--- config.mk ---
export PLATFORM = sky130hd
export DESIGN_NAME = lcd_display_scheduler_flat
export DESIGN_NICKNAME = d
export VERILOG_FILES = /design/src/rtl/lcd_display_scheduler_pkg.sv /design/src/rtl/lcd_display_scheduler_if.sv /design/src/rtl/lcd_display_scheduler_rr_arbiter.sv /design/src/rtl/lcd_display_scheduler.sv /design/src/flat_wrapper.sv
export SDC_FILE = /design/constraint.sdc
export NUM_CORES = 1
export LEC_CHECK = 0
export CAP_MARGIN = 20
export CORE_ASPECT_RATIO = 0.6
export CORE_MARGIN = 4
export CORE_UTILIZATION = 43
export DETAILED_ROUTE_END_ITERATION = 10
export PLACE_DENSITY_LB_ADDON = 0.12
export SYNTH_ARGS = -nofsm -noshare
export SYNTH_HDL_FRONTEND = slang
export SYNTH_SLANG_ARGS = --single-unit
export TNS_END_PERCENT = 100
--- constraint.sdc ---
create_clock -name clk -period 2.2 [get_ports clk]
set_input_delay 0.44 -clock clk [delete_from_list [all_inputs] [get_ports clk]]
set_output_delay 0.44 -clock clk [all_outputs]
set_load 0.05 [all_outputs]
--- src/rtl/lcd_display_scheduler_pkg.sv ---
// Shared constants for the LCD display scheduler: state codes, driver data width,
// default step timings and line names.
package lcd_sched_pkg;

    localparam int LCD_DATA_W = 18;

    localparam int DEF_INIT_WAIT  = 32;
    localparam int DEF_LINE_WAIT  = 8;
    localparam int DEF_WRITE_WAIT = 128;
    localparam int DEF_CNT_W      = 8;

    localparam logic LINE_TOP = 1'b0;
    localparam logic LINE_BOT = 1'b1;

    localparam logic [2:0] ST_INIT_RST   = 3'd0;
    localparam logic [2:0] ST_INIT_WAIT  = 3'd1;
    localparam logic [2:0] ST_IDLE       = 3'd2;
    localparam logic [2:0] ST_SET_LINE   = 3'd3;
    localparam logic [2:0] ST_LINE_WAIT  = 3'd4;
    localparam logic [2:0] ST_WRITE      = 3'd5;
    localparam logic [2:0] ST_WRITE_WAIT = 3'd6;
    localparam logic [2:0] ST_DONE       = 3'd7;

endpackage

--- src/rtl/lcd_display_scheduler_if.sv ---
// Requester and LCD-driver signal bundle; the scheduler uses the slave view,
// whoever drives requests and watches the driver pins uses the master view.
interface lcd_display_scheduler_if
    import lcd_sched_pkg::*;
#(
    parameter int NREQ   = 2,
    parameter int DATA_W = LCD_DATA_W
);
    logic [NREQ-1:0]        req;
    logic [NREQ*DATA_W-1:0] req_data;
    logic [NREQ-1:0]        req_line;
    logic [NREQ-1:0]        gnt;
    logic [NREQ-1:0]        done;
    logic                   busy;
    logic                   lcd_rst;
    logic [DATA_W-1:0]      lcd_data;
    logic                   lcd_line;
    logic                   lcd_set_line;

    modport master (
        output req, req_data, req_line,
        input  gnt, done, busy, lcd_rst, lcd_data, lcd_line, lcd_set_line
    );

    modport slave (
        input  req, req_data, req_line,
        output gnt, done, busy, lcd_rst, lcd_data, lcd_line, lcd_set_line
    );
endinterface

--- src/rtl/lcd_display_scheduler_rr_arbiter.sv ---
// Combinational round-robin picker: first set request bit after rr_ptr, wrapping
// modulo NREQ, so the previous winner has lowest priority.
module rr_arbiter
    import lcd_sched_pkg::*;
#(
    parameter int NREQ  = 2,
    parameter int IDX_W = (NREQ > 1) ? $clog2(NREQ) : 1
) (
    input  logic [NREQ-1:0]  req,
    input  logic [IDX_W-1:0] rr_ptr,
    output logic             valid,
    output logic [IDX_W-1:0] winner,
    output logic [NREQ-1:0]  onehot
);

    logic [IDX_W-1:0] idx;

    // Walk from farthest to nearest so the nearest set bit is the last one written.
    always_comb begin
        valid  = 1'b0;
        winner = '0;
        onehot = '0;
        idx    = '0;
        for (int k = NREQ; k >= 1; k--) begin
            idx = IDX_W'((int'(rr_ptr) + k) % NREQ);
            if (req[idx]) begin
                valid  = 1'b1;
                winner = idx;
            end
        end
        if (valid) begin
            onehot[winner] = 1'b1;
        end
    end

endmodule

--- src/rtl/lcd_display_scheduler.sv ---
// Shares one 2x16 LCD character driver between NREQ requesters, sequencing the
// driver with fixed hold times because it has no busy/ack handshake.
module lcd_display_scheduler
    import lcd_sched_pkg::*;
#(
    parameter int NREQ       = 2,
    parameter int DATA_W     = LCD_DATA_W,
    parameter int INIT_WAIT  = DEF_INIT_WAIT,
    parameter int LINE_WAIT  = DEF_LINE_WAIT,
    parameter int WRITE_WAIT = DEF_WRITE_WAIT,
    parameter int CNT_W      = DEF_CNT_W
) (
    input logic clk,
    input logic rst,
    lcd_display_scheduler_if.slave sched
);

    localparam int IDX_W = (NREQ > 1) ? $clog2(NREQ) : 1;

    logic [2:0]        state;
    logic [CNT_W-1:0]  cnt;
    logic [IDX_W-1:0]  rr_ptr;
    logic [DATA_W-1:0] sel_data;
    logic              sel_line;
    logic [DATA_W-1:0] last_data;

    logic [NREQ-1:0]   gnt_q;
    logic [NREQ-1:0]   done_q;
    logic              lcd_rst_q;
    logic [DATA_W-1:0] lcd_data_q;
    logic              lcd_line_q;
    logic              lcd_set_line_q;

    logic              arb_valid;
    logic [IDX_W-1:0]  arb_winner;
    logic [NREQ-1:0]   arb_onehot;

    rr_arbiter #(
        .NREQ  (NREQ),
        .IDX_W (IDX_W)
    ) u_arbiter (
        .req    (sched.req),
        .rr_ptr (rr_ptr),
        .valid  (arb_valid),
        .winner (arb_winner),
        .onehot (arb_onehot)
    );

    // Outputs are registered and updated on the edge that enters each state, so
    // they are valid for exactly the cycles spent in that state.
    always_ff @(posedge clk or negedge rst) begin
        if (!rst) begin
            state          <= ST_INIT_RST;
            cnt            <= '0;
            rr_ptr         <= IDX_W'(NREQ - 1);
            sel_data       <= '0;
            sel_line       <= 1'b0;
            last_data      <= '0;
            gnt_q          <= '0;
            done_q         <= '0;
            lcd_rst_q      <= 1'b0;
            lcd_data_q     <= '0;
            lcd_line_q     <= 1'b0;
            lcd_set_line_q <= 1'b0;
        end else begin
            case (state)
                ST_INIT_RST: begin
                    if (cnt == CNT_W'(2)) begin
                        lcd_rst_q <= 1'b0;
                        cnt       <= '0;
                        state     <= ST_INIT_WAIT;
                    end else begin
                        lcd_rst_q <= 1'b1;
                        cnt       <= cnt + 1'b1;
                    end
                end
                ST_INIT_WAIT: begin
                    if (cnt == CNT_W'(INIT_WAIT - 1)) begin
                        cnt   <= '0;
                        state <= ST_IDLE;
                    end else begin
                        cnt <= cnt + 1'b1;
                    end
                end
                ST_IDLE: begin
                    if (arb_valid) begin
                        gnt_q          <= arb_onehot;
                        rr_ptr         <= arb_winner;
                        sel_data       <= sched.req_data[int'(arb_winner) * DATA_W +: DATA_W];
                        sel_line       <= sched.req_line[arb_winner];
                        lcd_line_q     <= sched.req_line[arb_winner];
                        lcd_set_line_q <= 1'b1;
                        cnt            <= '0;
                        state          <= ST_SET_LINE;
                    end
                end
                ST_SET_LINE: begin
                    lcd_set_line_q <= 1'b0;
                    cnt            <= '0;
                    state          <= ST_LINE_WAIT;
                end
                ST_LINE_WAIT: begin
                    if (cnt == CNT_W'(LINE_WAIT - 1)) begin
                        cnt <= '0;
                        // The driver ignores a repeat of what it already shows.
                        if (sel_data == last_data) begin
                            gnt_q  <= '0;
                            done_q <= gnt_q;
                            state  <= ST_DONE;
                        end else begin
                            lcd_data_q <= sel_data;
                            last_data  <= sel_data;
                            state      <= ST_WRITE;
                        end
                    end else begin
                        cnt <= cnt + 1'b1;
                    end
                end
                ST_WRITE: begin
                    cnt   <= '0;
                    state <= ST_WRITE_WAIT;
                end
                ST_WRITE_WAIT: begin
                    if (cnt == CNT_W'(WRITE_WAIT - 1)) begin
                        cnt    <= '0;
                        gnt_q  <= '0;
                        done_q <= gnt_q;
                        state  <= ST_DONE;
                    end else begin
                        cnt <= cnt + 1'b1;
                    end
                end
                ST_DONE: begin
                    done_q <= '0;
                    cnt    <= '0;
                    state  <= ST_IDLE;
                end
                default: begin
                    cnt   <= '0;
                    state <= ST_INIT_RST;
                end
            endcase
        end
    end

    assign sched.gnt          = gnt_q;
    assign sched.done         = done_q;
    assign sched.busy         = (state != ST_IDLE);
    assign sched.lcd_rst      = lcd_rst_q;
    assign sched.lcd_data     = lcd_data_q;
    assign sched.lcd_line     = lcd_line_q;
    assign sched.lcd_set_line = lcd_set_line_q;

endmodule

--- src/flat_wrapper.sv ---
// flat-port wrapper written by rule: the top's interface ports become plain ports
module lcd_display_scheduler_flat import lcd_sched_pkg::*;
#(
    parameter int NREQ       = 2,
    parameter int DATA_W     = LCD_DATA_W,
    parameter int INIT_WAIT  = DEF_INIT_WAIT,
    parameter int LINE_WAIT  = DEF_LINE_WAIT,
    parameter int WRITE_WAIT = DEF_WRITE_WAIT,
    parameter int CNT_W      = DEF_CNT_W
)
  (clk, rst, sched_req, sched_req_data, sched_req_line, sched_gnt, sched_done, sched_busy, sched_lcd_rst, sched_lcd_data, sched_lcd_line, sched_lcd_set_line);
  lcd_display_scheduler_if #(.NREQ(NREQ), .DATA_W(DATA_W)) sched_i ();
  input logic clk;
  input logic rst;
  input wire logic [$bits(sched_i.req)-1:0] sched_req;
  input wire logic [$bits(sched_i.req_data)-1:0] sched_req_data;
  input wire logic [$bits(sched_i.req_line)-1:0] sched_req_line;
  output wire logic [$bits(sched_i.gnt)-1:0] sched_gnt;
  output wire logic [$bits(sched_i.done)-1:0] sched_done;
  output wire logic [$bits(sched_i.busy)-1:0] sched_busy;
  output wire logic [$bits(sched_i.lcd_rst)-1:0] sched_lcd_rst;
  output wire logic [$bits(sched_i.lcd_data)-1:0] sched_lcd_data;
  output wire logic [$bits(sched_i.lcd_line)-1:0] sched_lcd_line;
  output wire logic [$bits(sched_i.lcd_set_line)-1:0] sched_lcd_set_line;
  assign sched_i.req = sched_req;
  assign sched_i.req_data = sched_req_data;
  assign sched_i.req_line = sched_req_line;
  assign sched_gnt = sched_i.gnt;
  assign sched_done = sched_i.done;
  assign sched_busy = sched_i.busy;
  assign sched_lcd_rst = sched_i.lcd_rst;
  assign sched_lcd_data = sched_i.lcd_data;
  assign sched_lcd_line = sched_i.lcd_line;
  assign sched_lcd_set_line = sched_i.lcd_set_line;
  lcd_display_scheduler #(.NREQ(NREQ), .DATA_W(DATA_W), .INIT_WAIT(INIT_WAIT), .LINE_WAIT(LINE_WAIT), .WRITE_WAIT(WRITE_WAIT), .CNT_W(CNT_W)) u_core (.clk(clk), .rst(rst), .sched(sched_i));
endmodule
==> results of run 1 <==
-- area by class of cell --
class	instances	area [um^2]	area share, %
sequential	55	1380	37.1
multi-input combinational	179	1320	35.4
clock buffer	7	96.3	2.59
clock inverter	1	7.51	0.202
tap	84	105	2.83
timing repair buffer	77	788	21.2
inverter	6	22.5	0.606
-- placed cells by master, fill, tap and decap left out, drive strengths merged, types with 3 or more instances in the layout --
cell           Yosys  final
buf                9     12
clkdlybuf4s50      0     65
dfrtp             54     54
a21oi             27     27
or3                3      3
xnor2              8      8
clkbuf             3      7
nor3               6      6
nor2              25     25
mux2i             19     19
inv                6      6
nand2             11     11
nand3              5      5
mux2              18     18
xor2              12     12
o21ai             10     10
nor4               3      3
-- final timing paths --
path                       cells past startpoint                 start  slack [ns]              endpoint
min in group clk                               1  u_core.sched.done[0]        0.52  u_core.sched.done[0]
setup reg to reg                               7   u_core.last_data[5]        0.11  u_core.last_data[11]
max in group asynchronous                      2                   rst        1.50         u_core.rr_ptr
hold / removal                                 1                   rst         0.1   u_core.sched.gnt[1]
hold reg to reg                                1  u_core.sched.done[0]        0.52  u_core.sched.done[0]
setup / recovery                               7   u_core.last_data[5]        0.11  u_core.last_data[11]
-- cell usage after synthesis (3+ instances only) --
cell      n
nor3_1    5
or3_1     3
nor2_1   25
xnor2_1   8
nand2_1  11
mux2_4   10
mux2_2    8
inv_1     6
buf_2     6
xor2_1   12
nand3_1   5
dfrtp_1  54
mux2i_1  19
a21oi_1  27
nor4_1    3
o21ai_0  10
-- metal layers --
layer	vias to the layer above	GRT usage [%]	share of wire (%)
met1	975	24.1	50
met3	2	5.19	7.3
li1	1042	-	-
met4	0	2.83	0.34
met2	62	22.9	42
met5	-	0	0
-- what timing repair did --
| item | 4_1_cts | 5_1_grt |
|---|---|---|
| endpoints found under the setup margin | 19 | 14 |
| resized for setup | 1 | 3 |
| hold buffers | 0 | 0 |
-- power groups by stage --
stage | combinational [W] | clock, W | sequential [W]
after floorplan | 0.000958 | 0 | 0.00180
after global placement | 0.00166 | 0 | 0.00162
after detailed placement | 0.00169 | 0 | 0.00164
after CTS | 0.00171 | 0.000629 | 0.00161
after global routing | 0.00189 | 0.000672 | 0.00167
final | 0.00171 | 0.000609 | 0.00161
-- metrics by stage --
step,hold WS [ns],TNS [ns],util (%),area (um^2),cells
5_1_grt,0.110,-0.0640,60.2,3710,409
6_report,0.0955,0,60.2,3710,409
2_1_floorplan,0.144,0,-,2750,252
3_3_place_gp,0.448,-0.161,58.2,3590,401
3_5_place_dp,0.440,-0.102,58.2,3590,401
4_1_cts,0.106,0,60.0,3700,409
-- sequential cells by signal, indices dropped and copies added, names as in the netlist --
name,count
u_core.state,3
u_core.sched.lcd_line,1
u_core.sched.done,2
u_core.cnt,8
u_core.rr_ptr,1
u_core.last_data,18
u_core.sched.gnt,2
u_core.sched.lcd_rst,1
u_core.sel_data,18
u_core.sched.lcd_set_line,1
-- worst reg2reg max path, cell delays in order, from the launching register on --
cell and delay, ns:
dfrtp_1 0.41, xor2_1 0.18, nor4_2 0.37, nand3_1 0.17, nor3_2 0.28, nor3b_2 0.10
buf_12 0.17, mux2_4 0.31
-- kinds of logic after synthesis --
logic type | count (synthesis) | share of synthesized area (%)
multiplexers | 37 | 15.6
AO/OA/AOI/OAI | 54 | 11.9
flip-flops | 55 | 50.0
buffers and inverters | 18 | 3.32
XOR/XNOR | 20 | 6.36
adder cells (fa/ha/maj) | 2 | 0.909
AND/OR/NAND/NOR | 66 | 11.9
==> results.md, run 1 <==
* Core region area at 6170 um^2
* Worst skew pair latency at 0.30 ns
* Cell type group with the largest total delay on the critical path: simple AND/OR/NAND/NOR gates
* Fraction of final layout cells with drive strength greater than 1 at around 15%
* Count of nets left with antenna violations after detail routing at 0
* Class of the tightest hold or removal check: in2async
* Number of standard-cell rows in the floorplan at 22
* Die Outline Area at 7790 um^2
* Critical-path top delay cell: dfrtp_1
* Kind of start point of the critical path: flop
* Largest vdd supply drop at roughly 0.0007 V
* Synthesized area per cell at 10.9 um^2
* Stage delay of the slowest cell on the critical path at 0.41 ns
* Initial cell density of the core at 44.6%
* Worst Skew at 0.00816 ns
* Global placement routability congestion at between 0.7 and 0.8
* Main area contributors after synthesis: dfrtp_1, mux2i_1, mux2_4
* Sw Share at 40.4%
* Most used flip-flop cell after synthesis: dfrtp_1
* DR pass1 iterations at 4
* Nets at ~370
* Largest net degree at the start of global routing at 39
* Clock Sink Count at between 50 and 60
* Num CTS Buffers at 5
* Proportion of register bits with asynchronous set or reset after synthesis at between 90% and 100%
* Buffer levels on the longest clock path at 2
* Switching component of the power at between 0.0015 and 0.002 W
* Classification of the worst setup path: reg2reg
* Instance count of the mapped netlist at about 250
* TritonCTS clock tree: built
* Number of violations reported at the end of detailed-routing iteration 0 at roughly 150
* Number of max-slew violations in the final report at 0
* Clock root cell: clkbuf_8
* Crit path cell chain: xor2_1 -> nor4_2 -> nand3_1 -> nor3_2 -> nor3b_2 -> buf_12 -> mux2_4
* Synth Warn # at 0
* Slew @ Worst Pin at between 0.5 and 0.6 ns
* Count of inserted antenna diode cells at 0
* Sequential element share of the synthesized area at about half
* Post-layout min period at around 2.1 ns
* Final total power at 0.00394 W
* Share of the cycle needed by the critical path after routing at a little over nine tenths
* Port-buffer cells at 67
* Tot GR Track Use at ~16%
* Via count at about 2.1k
* Number of levels in the clock H-tree at 2
* Worst slew margin relative to its limit at 65.1%
* Count of buffer and inverter cells on the critical path at 1
* Static leakage at about 1.6 nW
* Power share of the clock group at ~16%
* Top-Level Pins at about 70
* Remaining global-route overflow at 0
* Count of max-cap constraint violations at 0
* Count of endpoints failing hold in the final timing report at 0
* Crit end category: flop
* Combinational cell fraction of total power at ~44%
* Setup repair after global routing missed its margin: true
* Count of endpoints failing setup in the final report at 0
* Number of synthesized flops with an enable pin at 0
* Via density per instance at around 5.1
* Worst slack at placement at -0.0169 ns
* Clk slew on worst S/H paths at 0.10 ns
* Routed wire length at slightly above 6 mm
* Final HPWL from detailed placement at about 4.7 mm
* Initial antenna violation count at 0
* Power Internal at between 0.002 and 0.0025 W
* Critical path arrival at approximately 2.3 ns
* P&R area growth vs syn at 34.9%
* Unique masters post-synth at 44
* Worst setup slack after layout at 0.110 ns
* Mapped Area at between 2000 and 3000 um^2
* Cell type with the largest total area after synthesis: dfrtp_1
* Die extent in y at approximately 70 um
* CP Data Required Time at roughly 2.4 ns
* Number of filler cells placed in the layout at between 500 and 600
* First-pass GRT wire length at about 10 mm
* DRC violations left at 0
* Syn nets at 296
* Area share of the largest cell type after synthesis at a little under 50%
* Post CTS Setup Buffer Count at 0
* Run status: complete, no violations
* Vias in the first global route at slightly above 2k
* Pwr/cell area at about 1100 nW/um^2
* #FFs+latches synth at 55
* Max Fclk at 478 MHz
* Routed len/inst at around 15 um
* Proportion of power drawn by flip-flops and latches at 41.0%
* Die outline width at approximately 110 um
* Crit-path max FO at 18
Power figures use the tool's default switching activity.
==> inputs of run 2 (changes only) <==
ABC_CLOCK_PERIOD_IN_PS = 2200   (was default)
CORE_ASPECT_RATIO = default   (was 0.6)
==> run 2 against run 1 <==
Register-to-register slack gained 0.05 ns. Routed wire length shrank 3.6%. Non-clock buffer count grew 3. Critical endpoint is now u_core.last_data[17]. Clock skew increased by 0.0026 ns. Final cell count shrank 1.5%. Sequential power about the same. Die area decreased by 0.54%. Worst setup slack better by 0.053 ns. Largest cell class unchanged. Clock-buffer cell count stayed put. Sequential share of layout area increased by 0.23 points. Fmax up 2.6%.
==> results.md, run 2 (synthesis results as in run 1) <==
* Count of inserted antenna diode cells at 0 (unchanged)
* Static leakage at 1.58 nW (+0.49%)
* Critical path arrival at 2.23 ns (-0.05 ns)
* Die outline width at 88.0 um (-21%)
* Tot GR Track Use at 16.6% (+0.50 points)
* CP Data Required Time at 2.39 ns (about the same)
* Num CTS Buffers at 5 (unchanged)
* Number of buffers added to fix hold violations after cts at 0 (unchanged)
* P&R area growth vs syn at 34.1%
* Finished Layout Cells at 403 (-1.5%)
* Top-Level Pins at 68 (unchanged)
* Most frequent standard cell in the layout excluding fill and tap cells: clkdlybuf4s50_1
* Register Area at 1380 um^2 (unchanged)
* Largest net degree at the start of global routing at 39 (unchanged)
* Count of endpoints failing setup in the final report at 0 (unchanged)
* Post CTS Setup Buffer Count at 0 (unchanged)
* Port-buffer cells at 67 (unchanged)
* Most frequent cells in the layout: clkdlybuf4s50_1, dfrtp_1, a21oi_1
* Remaining global-route overflow at 0 (unchanged)
* Run status: complete, no violations
* Kind of start point of the critical path: flop
* Classification of the worst setup path: reg2reg
* Share of the cycle needed by the critical path after routing at 92.6% (-2.4 points)
* Routed len/inst at 14.9 um (-2.2%)
* Via density per instance at 5.28 (+3.8%)
* Biggest registers after layout: u_core.last_data: 18 flops, u_core.sel_data: 18 flops, u_core.cnt: 8 flops
* Number of standard-cell rows in the floorplan at 28 (+27%)
* First-pass GRT wire length at 10.1 mm (-1.7%)
* Cell count of the worst reg-to-reg path at 7 (unchanged)
* Routed wire length at 5.99 mm (-3.6%)
* Crit-path max FO at 18 (unchanged)
* Largest vdd supply drop at 0.000623 V (-12%)
* Final HPWL from detailed placement at 4.50 mm (-5.1%)
* Stage delay of the slowest cell on the critical path at 0.42 ns (about the same)
* Tightest hold margin at 0.0938 ns (-0.00171 ns)
* Clk slew on worst S/H paths at 0.10 ns (about the same)
* Setup repair after global routing missed its margin: false
* Buffer levels on the longest clock path at 2 (unchanged)
* Number of violations reported at the end of detailed-routing iteration 0 at 51 (-65%)
* DR pass1 iterations at 4 (unchanged)
* Post-Route Utilization at 60.9% (+0.67 points)
* Initial cell density of the core at 45.4% (+0.77 points)
* Crit end category: flop
* Die extent in y at 88.0 um (+26%)
* Number of levels in the clock H-tree at 2 (unchanged)
* Core region area at 6060 um^2 (-1.7%)
* Vias in the first global route at 2158 (+6.9%)
* Count of endpoints failing hold in the final timing report at 0 (unchanged)
* Multi-input gate area in the final layout at 1310 um^2 (-0.67%)
* DRC violations left at 0 (unchanged)
* Clock root cell: clkbuf_8
* Post-layout min period at 2.04 ns (-0.0534 ns)
* Critical-path top delay cell: dfrtp_1
* Max Fclk at 491 MHz (+2.6%)
* Worst slew margin relative to its limit at 64.3% (-0.80 points)
* Fraction of final layout cells with drive strength greater than 1 at 14.6% (-0.14 points)
* Clock Sink Count at 55 (unchanged)
* Number of max-slew violations in the final report at 0 (unchanged)
* TritonCTS clock tree: built
* Total Neg Setup Slack at 0 ns (unchanged)
* Crit path cell chain: xor2_1 -> nor4_1 -> nand3_1 -> nor3_2 -> nor3b_2 -> buf_12 -> mux2_4
* Via count at 2128 (+2.3%)
* Class of the tightest hold or removal check: in2async
* Initial antenna violation count at 0 (unchanged)
* Number of filler cells placed in the layout at 535 (-3.1%)
* Count of nets left with antenna violations after detail routing at 0 (unchanged)
* Nets at 371 (+0.82%)
* Global placement routability congestion at 0.769 (-1.1%)
* Slew @ Worst Pin at 0.534 ns (+0.0120 ns)
* Pwr/cell area at 1060 nW/um^2 (-0.26%)
* Worst Skew at 0.0108 ns (+0.00261 ns)
* Beginning of the worst register-to-register path: u_core.last_data[11]
* Endpoint of the lowest-slack register-to-register path: u_core.last_data[17]
* Die Outline Area at 7750 um^2 (-0.54%)
* Count of max-cap constraint violations at 0 (unchanged)
* Reg-to-reg slack, setup at 0.16 ns (+0.05 ns)
* Cell count after placement at 395 (-1.5%)
* Worst skew pair latency at 0.31 ns (about the same)
## run 2: cell type report
type	count	area share [%]
clock buffers	7	2.34
clock inverters	1	0.136
inverters	6	0.610
multi-input cells	179	35.4
flip-flops and latches	55	37.3
well taps	75	2.54
repair buffers	80	21.6
## run 2: worst max-delay path: cells and delay by family (launching register included)
kind	cells	cell delay (ns)
xor+xnor	1	0.17
simple gates	4	0.84
mux	1	0.31
buf+inv	1	0.17
flops	1	0.42
## run 2: timing repair
item	CTS	global route
endpoints found under the setup margin	0	2
resized for setup	0	2
hold endpoints to repair	0	0
## run 2: per-stage QoR
| step | setup WS [ns] | total power [W] | instance area [um^2] |
|---|---|---|---|
| after floorplan | 0.0310 | 0.00276 | 2750 |
| after global placement | 0.194 | 0.00330 | 3590 |
| after detailed placement | 0.164 | 0.00334 | 3590 |
| after CTS | 0.133 | 0.00392 | 3680 |
| after global routing | 0.0264 | 0.00420 | 3690 |
| final | 0.163 | 0.00390 | 3690 |
## run 2: per-layer routing
metal / share of wire (%) / track usage (%) / routed length, um
met5: 0 / 0 / 0
met4: 1.4 / 4.95 / 83
met3: 5.9 / 5.36 / 352
met2: 48 / 27.7 / 2900
met1: 44 / 20.7 / 2660
## run 2: power by group
part	internal [W]	total, W	leakage, nW	switching (W)
registers	0.00132	0.00162	0.692	0.000302
clock network	0.000255	0.000576	0.0482	0.000321
logic	0.000753	0.00170	0.843	0.000949
total	0.00233	0.00390	1.58	0.00157
## run 2: worst max-delay path by stage
stage | endpoint | from | cells after the start
detailed placement | u_core.last_data[17] | u_core.last_data[5] | 7
floorplan | u_core.last_data[10] | u_core.last_data[11] | 8
global route | sched_busy | u_core.state[0] | 4
CTS | u_core.last_data[17] | u_core.last_data[5] | 7
finish | u_core.last_data[17] | u_core.last_data[11] | 7
global placement | u_core.sched.done[0] | u_core.last_data[5] | 7
